==> src/rtl/space_pkg.sv <==
// Shared types and screen geometry for the space game datapath.
package space_pkg;

    // Bullet controller FSM states.
    typedef enum logic [1:0] {
        IDLE     = 2'd0,
        FLIGHT   = 2'd1,
        COOLDOWN = 2'd2
    } state_t;

    localparam int SCREEN_W = 640;
    localparam int SCREEN_H = 480;
    localparam int X_MAX    = SCREEN_W - 1;

    // Coordinate widths, shared with the collision detector.
    localparam int X_W = 10;
    localparam int Y_W = 9;

endpackage

==> src/rtl/bullet_controller_if.sv <==
// Bullet controller signal bundle.
// Handshake: none of these signals use valid/ready; frame_tick is a
// one-cycle strobe, fire is a level, and hit_pulse/miss_pulse are
// one-cycle strobes that the consumer must sample on the cycle they are high.
interface bullet_controller_if;
    import space_pkg::*;

    logic             frame_tick;
    logic             fire;
    logic [X_W-1:0]   player_x;
    logic             collision;
    logic [X_W-1:0]   bullet_x;
    logic [Y_W-1:0]   bullet_y;
    logic             bullet_active;
    logic             hit_pulse;
    logic             miss_pulse;
    logic [7:0]       shots_fired;
    state_t           state;        // debug view of the controller FSM

    // Game logic side: drives inputs, observes bullet.
    modport master (
        output frame_tick, fire, player_x, collision,
        input  bullet_x, bullet_y, bullet_active, hit_pulse, miss_pulse,
               shots_fired, state
    );

    // Controller side.
    modport slave (
        input  frame_tick, fire, player_x, collision,
        output bullet_x, bullet_y, bullet_active, hit_pulse, miss_pulse,
               shots_fired, state
    );

endinterface

==> src/rtl/bullet_controller_edge_detect.sv <==
// Rising-edge detector for a button level that is already synchronous.
module edge_detect (
    input  logic clk,
    input  logic reset,
    input  logic level,
    output logic rise
);

    logic level_q;

    // Remember last cycle's level so a held button yields one edge only.
    always_ff @(posedge clk) begin
        if (reset) begin
            level_q <= 1'b0;
        end else begin
            level_q <= level;
        end
    end

    assign rise = level & ~level_q;

endmodule

==> src/rtl/bullet_controller.sv <==
// Player bullet driver: launch on fire edge, climb per frame, retire on hit
// or at the top of the screen, then wait out a cooldown before re-arming.
module bullet_controller
    import space_pkg::*;
#(
    parameter int SPEED           = 4,
    parameter int START_Y         = 440,
    parameter int X_OFFSET        = 10,
    parameter int X_MAX           = space_pkg::X_MAX,
    parameter int COOLDOWN_FRAMES = 8
) (
    input logic                clk,
    input logic                reset,
    bullet_controller_if.slave bus
);

    state_t          state, state_n;
    logic [X_W-1:0]  x_r, x_n;
    logic [Y_W-1:0]  y_r, y_n;
    logic            active_r, active_n;
    logic            hit_r, hit_n;
    logic            miss_r, miss_n;
    logic [7:0]      shots_r, shots_n;
    logic [7:0]      cool_r, cool_n;
    logic            launch_req;
    logic [X_W:0]    x_sum;
    logic            hit_now;

    edge_detect u_fire_edge (
        .clk   (clk),
        .reset (reset),
        .level (bus.fire),
        .rise  (launch_req)
    );

    // One extra bit so a ship near the right edge saturates instead of wrapping.
    assign x_sum   = {1'b0, bus.player_x} + (X_W+1)'(X_OFFSET);
    // The collision detector is only meaningful while a bullet is on screen.
    assign hit_now = bus.collision & active_r;

    // State and bullet registers.
    always_ff @(posedge clk) begin
        if (reset) begin
            state    <= IDLE;
            x_r      <= '0;
            y_r      <= '0;
            active_r <= 1'b0;
            hit_r    <= 1'b0;
            miss_r   <= 1'b0;
            shots_r  <= '0;
            cool_r   <= '0;
        end else begin
            state    <= state_n;
            x_r      <= x_n;
            y_r      <= y_n;
            active_r <= active_n;
            hit_r    <= hit_n;
            miss_r   <= miss_n;
            shots_r  <= shots_n;
            cool_r   <= cool_n;
        end
    end

    // Next-state and next-bullet logic; pulses default low every cycle.
    always_comb begin
        state_n  = state;
        x_n      = x_r;
        y_n      = y_r;
        active_n = active_r;
        hit_n    = 1'b0;
        miss_n   = 1'b0;
        shots_n  = shots_r;
        cool_n   = cool_r;
        case (state)
            IDLE: begin
                if (launch_req) begin
                    x_n      = (x_sum > (X_W+1)'(X_MAX)) ? X_W'(X_MAX) : x_sum[X_W-1:0];
                    y_n      = Y_W'(START_Y);
                    active_n = 1'b1;
                    shots_n  = shots_r + 8'd1;
                    state_n  = FLIGHT;
                end
            end
            FLIGHT: begin
                if (hit_now) begin
                    // A hit wins over a same-cycle frame step; position is frozen.
                    active_n = 1'b0;
                    hit_n    = 1'b1;
                    cool_n   = 8'(COOLDOWN_FRAMES);
                    state_n  = COOLDOWN;
                end else if (bus.frame_tick && (y_r < Y_W'(SPEED))) begin
                    // Retire rather than step below row 0.
                    active_n = 1'b0;
                    miss_n   = 1'b1;
                    cool_n   = 8'(COOLDOWN_FRAMES);
                    state_n  = COOLDOWN;
                end else if (bus.frame_tick) begin
                    y_n = y_r - Y_W'(SPEED);
                end
            end
            COOLDOWN: begin
                if (bus.frame_tick) begin
                    if (cool_r == 8'd0) begin
                        state_n = IDLE;
                    end else begin
                        cool_n = cool_r - 8'd1;
                    end
                end
            end
            default: begin
                state_n = IDLE;
            end
        endcase
    end

    assign bus.bullet_x      = x_r;
    assign bus.bullet_y      = y_r;
    assign bus.bullet_active = active_r;
    assign bus.hit_pulse     = hit_r;
    assign bus.miss_pulse    = miss_r;
    assign bus.shots_fired   = shots_r;
    assign bus.state         = state;

endmodule
==> src/flat_wrapper.sv <==
// flat-port wrapper written by rule: the top's interface ports become plain ports
module bullet_controller_flat import space_pkg::*;
#(
    parameter int SPEED           = 4,
    parameter int START_Y         = 440,
    parameter int X_OFFSET        = 10,
    parameter int X_MAX           = space_pkg::X_MAX,
    parameter int COOLDOWN_FRAMES = 8
)
  (clk, reset, bus_frame_tick, bus_fire, bus_player_x, bus_collision, bus_bullet_x, bus_bullet_y, bus_bullet_active, bus_hit_pulse, bus_miss_pulse, bus_shots_fired, bus_state);
  bullet_controller_if bus_i ();
  input logic clk;
  input logic reset;
  input wire logic [$bits(bus_i.frame_tick)-1:0] bus_frame_tick;
  input wire logic [$bits(bus_i.fire)-1:0] bus_fire;
  input wire logic [$bits(bus_i.player_x)-1:0] bus_player_x;
  input wire logic [$bits(bus_i.collision)-1:0] bus_collision;
  output wire logic [$bits(bus_i.bullet_x)-1:0] bus_bullet_x;
  output wire logic [$bits(bus_i.bullet_y)-1:0] bus_bullet_y;
  output wire logic [$bits(bus_i.bullet_active)-1:0] bus_bullet_active;
  output wire logic [$bits(bus_i.hit_pulse)-1:0] bus_hit_pulse;
  output wire logic [$bits(bus_i.miss_pulse)-1:0] bus_miss_pulse;
  output wire logic [$bits(bus_i.shots_fired)-1:0] bus_shots_fired;
  output wire logic [$bits(bus_i.state)-1:0] bus_state;
  assign bus_i.frame_tick = bus_frame_tick;
  assign bus_i.fire = bus_fire;
  assign bus_i.player_x = bus_player_x;
  assign bus_i.collision = bus_collision;
  assign bus_bullet_x = bus_i.bullet_x;
  assign bus_bullet_y = bus_i.bullet_y;
  assign bus_bullet_active = bus_i.bullet_active;
  assign bus_hit_pulse = bus_i.hit_pulse;
  assign bus_miss_pulse = bus_i.miss_pulse;
  assign bus_shots_fired = bus_i.shots_fired;
  assign bus_state = bus_i.state;
  bullet_controller #(.SPEED(SPEED), .START_Y(START_Y), .X_OFFSET(X_OFFSET), .X_MAX(X_MAX), .COOLDOWN_FRAMES(COOLDOWN_FRAMES)) u_core (.clk(clk), .reset(reset), .bus(bus_i));
endmodule
==> config.mk <==
export PLATFORM = sky130hd
export DESIGN_NAME = bullet_controller_flat
export DESIGN_NICKNAME = d
export VERILOG_FILES = /design/src/rtl/space_pkg.sv /design/src/rtl/bullet_controller_if.sv /design/src/rtl/bullet_controller_edge_detect.sv /design/src/rtl/bullet_controller.sv /design/src/flat_wrapper.sv
export SDC_FILE = /design/constraint.sdc
export NUM_CORES = 1
export LEC_CHECK = 0
export CAP_MARGIN = 20
export CORE_MARGIN = 8
export CORE_UTILIZATION = 49
export DETAILED_ROUTE_END_ITERATION = 16
export GPL_TIMING_DRIVEN = 0
export MAX_ROUTING_LAYER = met4
export PLACE_DENSITY = 0.79
export SYNTH_ARGS = -nofsm -noshare
export SYNTH_HDL_FRONTEND = slang
export SYNTH_SLANG_ARGS = --single-unit
==> constraint.sdc <==
create_clock -name clk -period 3.1 [get_ports clk]
set_clock_uncertainty 0.05 [all_clocks]
set_input_delay 0.93 -clock clk [delete_from_list [all_inputs] [get_ports clk]]
set_output_delay 0.93 -clock clk [all_outputs]
set_load 0.02 [all_outputs]
==> flow_metrics.tcl, run 1 <==
set metrics [dict create \
    start_util_pct 51.5 \
    grt_pass1_vias 1622 \
    setup_viol 0 \
    critical_path.startpoint "bus_player_x[1]" \
    cts_root_buf "clkbuf_8" \
    outcome "finished, final reports clean" \
    grt_pass1_wl_mm 7.20 \
    ys_warn_count 0 \
    ir_drop_uv 240 \
    htree_levels 2 \
    diodes 0 \
    num_rows 22 \
    period_needed_ns 2.85 \
    die_w_um 78.5 \
    cp_common_cell "a311oi_1" \
    dieArea_mm2 0.00616 \
    vias 1785 \
    post-route-drc-count 0 \
    rr_worst_depth 7 \
    first_pass_iters 4 \
    drtIter0Drc 84 \
    p_total_mw 1.21 \
    utilization_pct 67.5 \
    wirelength_mm 4.38 \
    place_hpwl_mm 3.35 \
    r2r_slack_ns 0.71 \
    cts_hold_buf 0 \
    num-fill-cells 319 \
    synth_cell_types 42 \
    yosys_register_bits 39 \
    clockBufferDepth 2 \
    drv_slew 0 \
    arrival_ns 2.96 \
    async_flop_share_pct 0 \
    r2r_start "u_core.bus.bullet_y[5]$_SDFFE_PP0P_" \
    fin_nets 300 \
    final_cell_area_mm2 0.00251 \
    cp.depth 7 \
    placed_cell_area_mm2 0.00242 \
    crit_family "compound AO/OA/AOI/OAI gates" \
    synth_edf_count 0 \
    crit_type "input pin to flop" \
    port_buffers 44 \
    mappedNetlistArea_mm2 0.00191 \
    min_delay_path_depth 2 \
    ant_nets 0 \
    gp_congestion 0.791 \
    max_freq_ghz 0.351 \
    final_cells 327 \
    die_y_um 78.5 \
    synth_top_flop_cell "dfxtp_1" \
    critPathBufInv 1 \
    worst_pin_slew_ns 0.581 \
    cts_tree "yes" \
    setup.worst_path.end "u_core.bus.bullet_x[5]$_SDFFE_PP0P_" \
    r2r-end "u_core.cool_r[0]$_SDFFE_PP0P_" \
    period_share_pct 91.9 \
    clock_latency_ns 0.29 \
    drt-wirelength-per-cell_um 13.4 \
    power.density_mw_per_mm2 484 \
    cp-end-kind "flop" \
    relSlewSlack_pct 61.2 \
    slowest_stage "clkdlybuf4s50_1" \
    drive_gt1_share_pct 5.02 \
    crit_path_cell_trace "clkdlybuf4s50_1 > ha_1 > o2111a_1 > nor3_1 > a311oi_1 > a311oi_1 > a21oi_1" \
    cp_max_fo 7 \
    coreArea_mm2 0.00372 \
    dp_cells 320 \
    drv_cap 0 \
    grt_setup_unrepaired "false" \
    start_kind "input pin" \
    antenna_found_initial 0 \
    grt_max_degree 12 \
    slowest_delay_ns 0.52 \
    viasPerCell 5.46 \
    syn-instance-count 227 \
    finalHoldViolCount 0 \
    syn_area_per_cell_um2 8.43 \
    cts_made_buffers 5 \
    leakage_nw 0.965 \
    ys_seq_area_share_pct 40.8 \
    area_growth_pct 31.0 \
    grt_overflow 0 \
    grt.total_usage_pct 14.9 \
    worstPathRequired_ns 3.21 \
    numClockSinks 39 \
    clk_pin_slew_worst_paths_ns 0.07 \
    ios 47 \
    final.setup.tns_ns 0 \
    hp-class "flop to flop" \
]
==> placed cells by master (no fill, tap or decap), drive strengths merged, types with 2 or more instances in the layout <==
master,instances
nand2b,2
a21o,2
o31ai,3
a211oi,2
inv,10
conb,2
or2,2
clkdlybuf4s50,43
ha,6
a31oi,7
a311oi,4
nand4,5
or4,4
xnor2,4
nand2,12
and3,4
or4b,2
dfxtp,39
nand3,8
nor3,5
a21oi,19
buf,4
o21a,2
nor2,19
or3,12
xor2,10
clkbuf,12
o21ai,19
nor2b,2
==> cells in the mapped netlist, types with 2 or more instances <==
cell | count | area share, %
xnor2_1 | 4 | 1.8
nor3_1 | 5 | 1.3
nor2b_1 | 2 | 0.65
nand2b_1 | 2 | 0.65
ha_1 | 6 | 3.9
a311oi_1 | 4 | 1.8
and3_1 | 4 | 1.3
inv_1 | 10 | 2.0
buf_4 | 2 | 0.78
buf_2 | 2 | 0.52
nand4_1 | 5 | 1.6
or2_2 | 2 | 0.65
o31ai_1 | 3 | 1.2
o21ai_1 | 4 | 1.0
xor2_1 | 10 | 4.6
nand3_1 | 8 | 2.1
a211oi_1 | 2 | 0.78
or4_1 | 4 | 1.6
a21oi_1 | 19 | 5.0
nand2_1 | 12 | 2.4
a31oi_1 | 7 | 2.3
a21o_1 | 2 | 0.78
clkbuf_1 | 6 | 1.2
or4b_1 | 2 | 1.0
o21a_1 | 2 | 0.78
dfxtp_1 | 39 | 41
or3_1 | 12 | 3.9
nor2_1 | 19 | 3.7
o21ai_0 | 15 | 3.9
==> power breakdown <==
group          switching [mW]  internal [mW]
Sequential             0.0333          0.541
Combinational           0.161          0.136
Clock                   0.169          0.174
Total                   0.363          0.852
==> registers in the layout, indices dropped and copies added (netlist names) <==
signal,flops
u_core.bus.hit_pulse,1
u_core.bus.bullet_x,10
u_core.cool_r,8
u_core.bus.shots_fired,8
u_core.u_fire_edge.level_q,1
u_core.bus.bullet_y,7
u_core.bus.miss_pulse,1
u_core.bus.bullet_active,1
u_core.bus.state,2
==> worst min-delay path by stage <==
stage / startpoint / endpoint / slack (ns)
3_3_place_gp: u_core.bus.bullet_x[9]$_SDFFE_PP0P_ / u_core.bus.bullet_x[9]$_SDFFE_PP0P_ / 0.39
6_report: u_core.bus.bullet_x[9]$_SDFFE_PP0P_ / u_core.bus.bullet_x[9]$_SDFFE_PP0P_ / 0.40
2_1_floorplan: u_core.cool_r[1]$_SDFFE_PP0P_ / u_core.cool_r[1]$_SDFFE_PP0P_ / 0.39
3_5_place_dp: u_core.bus.bullet_x[9]$_SDFFE_PP0P_ / u_core.bus.bullet_x[9]$_SDFFE_PP0P_ / 0.40
5_1_grt: u_core.bus.bullet_x[9]$_SDFFE_PP0P_ / u_core.bus.bullet_x[9]$_SDFFE_PP0P_ / 0.44
4_1_cts: u_core.bus.bullet_x[9]$_SDFFE_PP0P_ / u_core.bus.bullet_x[9]$_SDFFE_PP0P_ / 0.41
==> worst register-to-register path, cell delays in order, from the launching register on <==
cell and delay, ns:
dfxtp_1 0.36, or3_1 0.41, or4b_1 0.46, buf_2 0.17
a22o_4 0.25, buf_2 0.18, or3_1 0.32, a21oi_1 0.12
==> stage by stage <==
stage	setup slack, ns	hold WS (ns)
2_1_floorplan	0.575	0.391
3_3_place_gp	-0.167	0.391
3_5_place_dp	-0.189	0.402
4_1_cts	0.115	0.410
5_1_grt	0.0819	0.441
6_report	0.252	0.403
==> per-layer routing <==
layer	GRT usage (%)	share of wire, %	up-vias
met2	23.3	47	39
li1	-	-	925
met3	4.56	5.0	7
met4	8.33	2.3	0
met5	-	0	-
met1	16.5	45	814
==> cells by family (layout without fill, tap and decap cells) <==
family | Yosys count | after routing | synth area share [%]
AOI/OAI and AO/OA | 64 | 64 | 21.0
buffers and inverters | 20 | 71 | 4.44
and+or+nand+nor | 83 | 83 | 23.3
adders and majority gates | 6 | 6 | 3.92
other | 1 | 2 | 0.196
xor gates and xnor gates | 14 | 14 | 6.40
DFF | 39 | 39 | 40.8
==> area by class of cell <==
| cell class | instances | area (um2) | share of cell area [%] |
|---|---|---|---|
| clock inverters | 1 | 5.00 | 0.200 |
| clock buffers | 6 | 82.6 | 3.29 |
| multi-input cells | 169 | 1050 | 41.9 |
| well taps | 48 | 60.1 | 2.39 |
| inverters | 10 | 37.5 | 1.50 |
| plain buffers | 10 | 47.5 | 1.90 |
| flip-flops and latches | 39 | 781 | 31.1 |
| repair buffers | 44 | 443 | 17.7 |
==> repair_timing <==
item                       4_1_cts  5_1_grt
setup buffers                    0        0
resized for setup                0        1
setup endpoints to repair        0        1
Note: power is estimated with default switching activity, not from simulation.
==> run 2: changes to the inputs <==
CTS_CLUSTER_SIZE = 28   (was not set)
==> results of run 2 <==
No change in the layout: final DEF, timing and power equal those of run 1.
==> run 3: changes to the inputs <==
SYNTH_HIERARCHICAL = 1   (was not set)
==> run 3 against run 2 <==
Clock-buffer cell count shrank 1. Total power grew 10%. Fmax shrank 1.0%. Worst hold slack gained 0.044 ns. Die area grew 2.5%. Non-clock buffer count grew 1. Core utilization shrank 1.9 points.
==> flow_metrics.tcl, run 3 <==
set metrics [dict create \
    finalWorstSetupSlack_ns 0.223 \
    clk_pin_slew_worst_paths_ns 0.07 \
    gp_congestion 0.853 \
    grt_setup_unrepaired "false" \
    r2r_start "u_core/bus.state[1]$_SDFFE_PP0P_" \
    p_total_mw 1.34 \
    clock_latency_ns 0.29 \
    grt_pass1_wl_mm 8.07 \
    synth_cell_types 47 \
    setup_viol 0 \
    whs_ns 0.448 \
    power.density_mw_per_mm2 518 \
    grt_overflow 0 \
    antenna_found_initial 0 \
    grt_max_degree 14 \
    cp_max_fo 6 \
    setup.worst_path.end "u_core/bus.bullet_x[1]$_SDFFE_PP0P_" \
    critical_path.startpoint "bus_player_x[1]" \
    final_common_cell "clkdlybuf4s50_1" \
    period_needed_ns 2.88 \
    coreArea_mm2 0.00394 \
    arrival_ns 3.03 \
    drv_cap 0 \
    worst_pin_slew_ns 0.549 \
    area_growth_pct 30.8 \
    synth_area_leader_cell "dfxtp_1" \
    synth_top_area_share_pct 39.5 \
    synth_top_flop_cell "dfxtp_1" \
    final_cell_mix "43 x clkdlybuf4s50_1, 39 x dfxtp_1, 34 x nor2_1" \
    port_buffers 43 \
    cts_root_buf "clkbuf_8" \
    placed_cell_area_mm2 0.00247 \
    drtIter0Drc 127 \
    dp_cells 318 \
    synth_edf_count 0 \
    fin_nets 296 \
    synth.most_common_cell "dfxtp_1" \
    grt.total_usage_pct 16.0 \
    cts_hold_buf 0 \
    start_util_pct 50.1 \
    num-fill-cells 340 \
    max_freq_ghz 0.348 \
    post-route-drc-count 0 \
    ios 47 \
    r2r-end "u_core/bus.shots_fired[7]$_SDFFE_PP0P_" \
    wirelength_mm 4.63 \
    mappedNetlistArea_mm2 0.00198 \
    ys_seq_area_share_pct 39.5 \
    numClockSinks 39 \
    cts_made_buffers 5 \
    final_cell_area_mm2 0.00258 \
    cp-end-kind "flop" \
    synth_commonest_cells "39 x dfxtp_1, 34 x nor2_1, 14 x xor2_1" \
    final_cells 326 \
    first_pass_iters 4 \
    period_share_pct 92.8 \
    cts_setup_buffers 0 \
    outcome "finished, final reports clean" \
    ir_drop_uv 243 \
    drt-wirelength-per-cell_um 14.2 \
    drv_slew 0 \
    grt_use_met1_pct 18.7 \
    crit_type "input pin to flop" \
    largest_register_ffs 10 \
    ant_nets 0 \
    vias 1772 \
    r2r_slack_ns 0.92 \
    grt_pass1_vias 1770 \
    start_kind "input pin" \
    final.setup.tns_ns 0 \
    pre_cts_ws_ns -0.0605 \
    ys_warn_count 6 \
    finalHoldViolCount 0 \
    use_met3_pct 4.28 \
    async_flop_share_pct 0 \
    place_hpwl_mm 3.49 \
    leakage_nw 0.980 \
    dieArea_mm2 0.00632 \
    yosys_register_bits 39 \
    use_met2_pct 26.2 \
    clockBufferDepth 2 \
    diodes 0 \
    ctsResizeCount 0 \
    viasPerCell 5.44 \
    synthTopCellsByArea "dfxtp_1 40%, nor2_1 6.5%, xor2_1 6.2%, xnor2_1 4.4%, ha_1 3.8%" \
    num_rows 23 \
    htree_levels 2 \
    syn-instance-count 224 \
    cts_tree "yes" \
    hp-class "flop to flop" \
    drive_gt1_share_pct 9.42 \
    utilization_pct 65.6 \
    grt_busiest_layer "met2" \
    syn_area_per_cell_um2 8.82 \
    worstPathRequired_ns 3.26 \
    die_w_um 79.5 \
    rr_worst_depth 7 \
    relSlewSlack_pct 63.2 \
    die_y_um 79.5 \
]
-- run 3: cell count changes in the layout (fill, tap and decap cells not counted), sizes merged, moves of 4 or more --
cell,change
nor2,+15
o21ai,-14
or3,-9
a211oi,+6
a21oi,-6
xnor2,+6
a31oi,-5
a311oi,-4
inv,-4
nand2,-4
xor2,+4
-- run 3: layout make-up --
type / count / area, um2 / share of cell area, %
Multi-Input combinational cell: 168 / 1120 / 43.4
Sequential cell: 39 / 781 / 30.2
Tap cell: 50 / 62.6 / 2.42
Inverter: 6 / 22.5 / 0.871
Clock buffer: 5 / 68.8 / 2.66
Clock inverter: 3 / 43.8 / 1.69
Buffer: 12 / 55.1 / 2.13
Timing Repair Buffer: 43 / 430 / 16.7
-- run 3: kinds of logic (layout without fill, tap and decap cells) --
group | count (synthesis) | in the layout | synth area share, %
other | 1 | 2 | 0.190
AND/OR/NAND/NOR | 94 | 94 | 26.7
multiplexers | 5 | 5 | 2.66
adder cells (fa/ha/maj) | 6 | 6 | 3.80
XOR/XNOR | 24 | 24 | 10.6
flip-flops | 39 | 39 | 39.5
AO/OA/AOI/OAI | 37 | 37 | 12.5
buffers and inverters | 18 | 69 | 3.93
-- run 3: how the worst min path moves through the flow --
stage	startpoint	endpoint	cells past startpoint
2_1_floorplan	u_core/cool_r[5]$_SDFFE_PP0P_	u_core/cool_r[5]$_SDFFE_PP0P_	2
3_3_place_gp	u_core/bus.bullet_x[7]$_SDFFE_PP0P_	u_core/bus.bullet_x[7]$_SDFFE_PP0P_	2
3_5_place_dp	u_core/bus.bullet_x[3]$_SDFFE_PP0P_	u_core/bus.bullet_x[3]$_SDFFE_PP0P_	2
4_1_cts	u_core/bus.bullet_x[3]$_SDFFE_PP0P_	u_core/bus.bullet_x[3]$_SDFFE_PP0P_	2
5_1_grt	u_core/cool_r[5]$_SDFFE_PP0P_	u_core/cool_r[5]$_SDFFE_PP0P_	2
6_report	u_core/bus.bullet_x[3]$_SDFFE_PP0P_	u_core/bus.bullet_x[3]$_SDFFE_PP0P_	2
-- run 3: where the power goes --
group          leakage [nW]  switching, mW  internal, mW
Clock                0.0581          0.183         0.240
Sequential            0.319         0.0401         0.544
Combinational         0.602          0.176         0.156
-- run 3: worst max-delay path: stages --
cell,delay (ns)
clkdlybuf4s50_1,0.56
ha_1,0.24
o21ai_0,0.14
nor2_1,0.26
mux2i_1,0.39
o21ai_0,0.25
a211oi_1,0.26
-- run 3: metal layers --
metal	routed length, um	share of wire, %	vias to the layer above
met4	70	1.5	0
met5	0	0	-
li1	-	-	885
met3	196	4.2	8
met1	2120	46	832
met2	2240	48	47
==> edit 1, RTL diff (config.mk and constraints of run 2) <==
Take the reset off `x_r` and `y_r` and load them in a clocked block of their own.
--- a/src/rtl/bullet_controller.sv
+++ b/src/rtl/bullet_controller.sv
@@ -43,6 +43,4 @@
         if (reset) begin
             state    <= IDLE;
-            x_r      <= '0;
-            y_r      <= '0;
             active_r <= 1'b0;
             hit_r    <= 1'b0;
@@ -52,6 +50,4 @@
         end else begin
             state    <= state_n;
-            x_r      <= x_n;
-            y_r      <= y_n;
             active_r <= active_n;
             hit_r    <= hit_n;
@@ -60,4 +56,9 @@
             cool_r   <= cool_n;
         end
+    end
+
+    always_ff @(posedge clk) begin
+        x_r <= x_n;
+        y_r <= y_n;
     end
 
Formal check against the unedited RTL: not equivalent (a bounded check fails within 4 cycles, from zero or initial values and one cycle with reset high).
==> edit 1 against run 2 <==
Synthesized area up 2.2%. Sequential power about the same. Via count down 7.7%. Wire length down 4.9%. Clock power up 45%. Die area up 1.7%. Total power up 2.1%. Core utilization down 1.5 points. Setup slack worse by 0.099 ns. First-iteration DRC count up 19%. Sequential cell count unchanged. Design area up 3.0%. Synthesized cell count down 11%. Worst hold slack better by 0.038 ns. Largest cell class is now sequential cells.
==> edit 1: results (changes against run 2) <==
* Met1 GRT Util at 15.1% (was 16.5%)
* R2r setup slk at 0.92 ns (was 0.71 ns)
* Layout cells sized above 1 at 6.72% (was 5.02%)
* Synth warnings at 0 (unchanged)
* Vias in the first global route at 1535 (was 1622)
* P_clk at 0.496 mW (was 0.343 mW)
* Compound-cell area share of the yosys netlist at 11.0% (was 21.0%)
* CP endpoint: u_core.bus.bullet_x[2]$_SDFFCE_PN1P_ (was u_core.bus.bullet_x[5]$_SDFFE_PP0P_)
* GP Congestion at 0.783 (was 0.791)
* Critical path arrival at 2.89 ns (was 2.96 ns)
* Synth top cells by count: 24 x nor2_1, 22 x dfxtp_1, 22 x nand2_1 (was 39 x dfxtp_1, 19 x a21oi_1, 19 x nor2_1)
* 1st-iter DRT viols at 100 (was 84)
* Post-DP HPWL at 3.14 mm (was 3.35 mm)
* Mux share of post-synthesis cell area at 0.512% (was 0%)
* Outcome: completed (unchanged)
* Port Buffers at 43 (was 44)
* Final Instance Count excl. Fillers at 303 (was 327)
* Met3 Track Usage GR at 4.06% (was 4.56%)
* Net switching power at 0.281 mW (was 0.363 mW)
* Met1 WL at 1.94 mm (was 1.99 mm)
* Synth cell types at 51 (was 42)
* CTS clk-pin slew, worst paths at 0.07 ns (about the same)
* Worst Hold Launch: u_core.bus.bullet_active$_SDFFE_PP0P_ (was u_core.bus.bullet_x[9]$_SDFFE_PP0P_)
* Leak at 0.921 nW (was 0.965 nW)
* PnR Total Power at 1.24 mW (was 1.21 mW)
* Synth top area cells: edfxtp_1 26%, dfxtp_1 23%, nor2_1 4.6%, xor2_1 4.5%, nand2_1 4.2% (was dfxtp_1 41%, a21oi_1 5.0%, xor2_1 4.6%, ha_1 3.9%, o21ai_0 3.9%)
* Skew-Pair Late Insertion Delay at 0.29 ns (about the same)
* Worst reg2reg path depth at 3 (was 7)
* Largest net degree at the start of global routing at 20 (was 12)
* Share of the clock period used by the worst path at 95.1% (was 91.9%)
* Reg-to-Reg End: u_core.bus.bullet_y[5]$_SDFFCE_PN1P_ (was u_core.cool_r[0]$_SDFFE_PP0P_)
* Setup Slack @ Placement at -0.143 ns (was -0.189 ns)
* Detailed-route wire length per cell at 13.7 um (was 13.4 um)
* Min Hold Slack at 0.442 ns (was 0.403 ns)
* Met2 GRT Util at 22.9% (was 23.3%)
* Fin nets at 273 (was 300)
* Via Count at 1648 (was 1785)
* R2R Path Start: u_core.bus.state[1]$_SDFFE_PP0P_ (was u_core.bus.bullet_y[5]$_SDFFE_PP0P_)
* Met3 WL at 176 um (was 217 um)
* Avg Cell Area, Syn at 9.73 um^2 (was 8.43 um^2)
* Hold Path End: u_core.bus.hit_pulse$_SDFF_PP0_ (was u_core.bus.bullet_x[9]$_SDFFE_PP0P_)
* Comb power frac at 13.7% (was 24.5%)
* Post-Synth Adder-Cell Area at 3.84% (was 3.92%)
* GRT Resource Usage Total at 13.6% (was 14.9%)
* Wire length on met2 at 2.00 mm (was 2.07 mm)
==> edit 1: cell count changes after synthesis, moves of 10 or more <==
cell	run 2	this run
o21ai_0	15	2
edfxtp_1	0	17
nand2_1	12	22
dfxtp_1	39	22
or3_1	12	2
a21oi_1	19	8
==> edit 1: cell type report <==
cell class,count,area [um^2]
Sequential cell,39,951
Clock buffer,6,72.6
Multi-Input combinational cell,150,951
Buffer,7,35.0
Timing Repair Buffer,43,430
Fill cell,347,1330
Inverter,6,22.5
Tap cell,50,62.6
Clock inverter,2,60.1
==> edit 1: worst max-delay path: cells and delay by family <==
| family | cells | cell delay (ns) |
|---|---|---|
| AND/OR/NAND/NOR | 1 | 0.09 |
| AO/OA/AOI/OAI | 3 | 1.02 |
| buffers and inverters | 1 | 0.52 |
| adder cells (fa/ha/maj) | 1 | 0.32 |
==> edit 2, RTL diff (flow settings as in run 2) <==
Made on the original files. The package constant `Y_W` goes from 9 to 10.
--- a/src/rtl/space_pkg.sv
+++ b/src/rtl/space_pkg.sv
@@ -15,5 +15,5 @@
     // Coordinate widths, shared with the collision detector.
     localparam int X_W = 10;
-    localparam int Y_W = 9;
+    localparam int Y_W = 10;
 
 endpackage
Interface: changed (resized bus_bullet_y); port bits go from 47 to 48. The function was not compared with the original's and may differ.
==> edit 2 against run 2 <==
Design area rose by 5.9%. Synthesized cell count fell by 1.8%. Setup slack improved by 0.078 ns. Synthesized area rose by 7.0%. First-iteration DRC count rose by 8.3%. Total power rose by 5.2%. Wire length rose by 3.9%. Sequential cell count rose by 1. Non-clock buffer count rose by 2.
==> edit 2: results (changes against run 2) <==
* Met3 WL at 189 um (was 217 um)
* Mux share of post-synthesis cell area at 0.489% (was 0%)
* CP endpoint: u_core.bus.bullet_x[1]$_SDFFE_PP0P_ (was u_core.bus.bullet_x[5]$_SDFFE_PP0P_)
* Critical path arrival at 2.93 ns (was 2.96 ns)
* Worst Hold Launch: u_core.bus.bullet_x[4]$_SDFFE_PP0P_ (was u_core.bus.bullet_x[9]$_SDFFE_PP0P_)
* Synth cell types at 54 (was 42)
* Routed WL at 4.55 mm (was 4.38 mm)
* GP Congestion at 0.797 (was 0.791)
* Met2 GRT Util at 23.7% (was 23.3%)
* Largest net degree at the start of global routing at 14 (was 12)
* R2r setup slk at 1.06 ns (was 0.71 ns)
* Cell Pwr Density at 481 nW/um^2 (was 484 nW/um^2)
* Fraction of area in multi-input gates at 43.3% (was 41.9%)
* Comb power frac at 22.0% (was 24.5%)
* GRT Resource Usage Total at 14.9% (about the same)
* Max_slew headroom at 61.7% (was 61.2%)
* Net Sw Frac at 28.5% (was 29.9%)
* Port Buffers at 43 (was 44)
* Post-Synth Adder-Cell Area at 3.67% (was 3.92%)
* Max VDD drop at 0.264 mV (was 0.240 mV)
* Xor and xnor area share after synthesis at 8.98% (was 6.41%)
* Wire length on met2 at 2.18 mm (was 2.07 mm)
* Register area share after synthesis at 39.1% (was 40.8%)
* Slowest cell delay on critical path at 0.56 ns (was 0.52 ns)
* Vias in the first global route at 1668 (was 1622)
* 1st-iter DRT viols at 91 (was 84)
* First-pass GRT wire length at 7.69 mm (was 7.20 mm)
* Met3 Track Usage GR at 2.57% (was 4.56%)
* CTS sink cnt at 40 (was 39)
* Layout cells sized above 1 at 12.0% (was 5.02%)
* R2R Path Start: u_core.bus.bullet_y[2]$_SDFFE_PP0P_ (was u_core.bus.bullet_y[5]$_SDFFE_PP0P_)
* Met1 WL at 2.10 mm (was 1.99 mm)
* Non-CTS buffers at 56 (was 54)
* Inverter count at 8 (was 10)
* # clk buffers at 5 (was 6)
* Final non-clock buffer share at 18.9% (was 19.6%)
* Worst reg2reg path depth at 8 (was 7)
* Seq/total area at 30.1% (was 31.1%)
* Critical path peak fanout at 6 (was 7)
* Outcome: completed (unchanged)
* Reg-to-Reg End: u_core.bus.bullet_y[9]$_SDFFE_PP0P_ (was u_core.cool_r[0]$_SDFFE_PP0P_)
* Fin nets at 295 (was 300)
* Leak at 0.982 nW (was 0.965 nW)
## edit 2: changes by cell type after synthesis, moves of 4 or more
cell	delta
a31oi_1	-7
nor2_1	+11
a21oi_1	-5
o21ai_1	-4
a211oi_1	+8
o21ai_0	-14
xnor2_1	+4
or3_1	-10
## edit 2: logic make-up after synthesis
group | Yosys count
compound gates | 44
xor+xnor | 21
fa+ha+maj | 6
buf+inv | 21
flops | 40
mux | 1
other cells | 1
simple gates | 89
## edit 2: per-stage QoR
stage / utilization [%] / instance area, um^2 / instances / setup slack [ns] / hold slack [ns]
2_1_floorplan: - / 2050 / 224 / 0.824 / 0.418
4_1_cts: 66.4 / 2660 / 325 / 0.316 / 0.454
3_3_place_gp: 63.6 / 2540 / 317 / 0.0287 / 0.438
6_report: 66.4 / 2660 / 325 / 0.331 / 0.451
3_5_place_dp: 63.6 / 2540 / 317 / 0.0231 / 0.439
5_1_grt: 66.4 / 2660 / 325 / 0.145 / 0.474
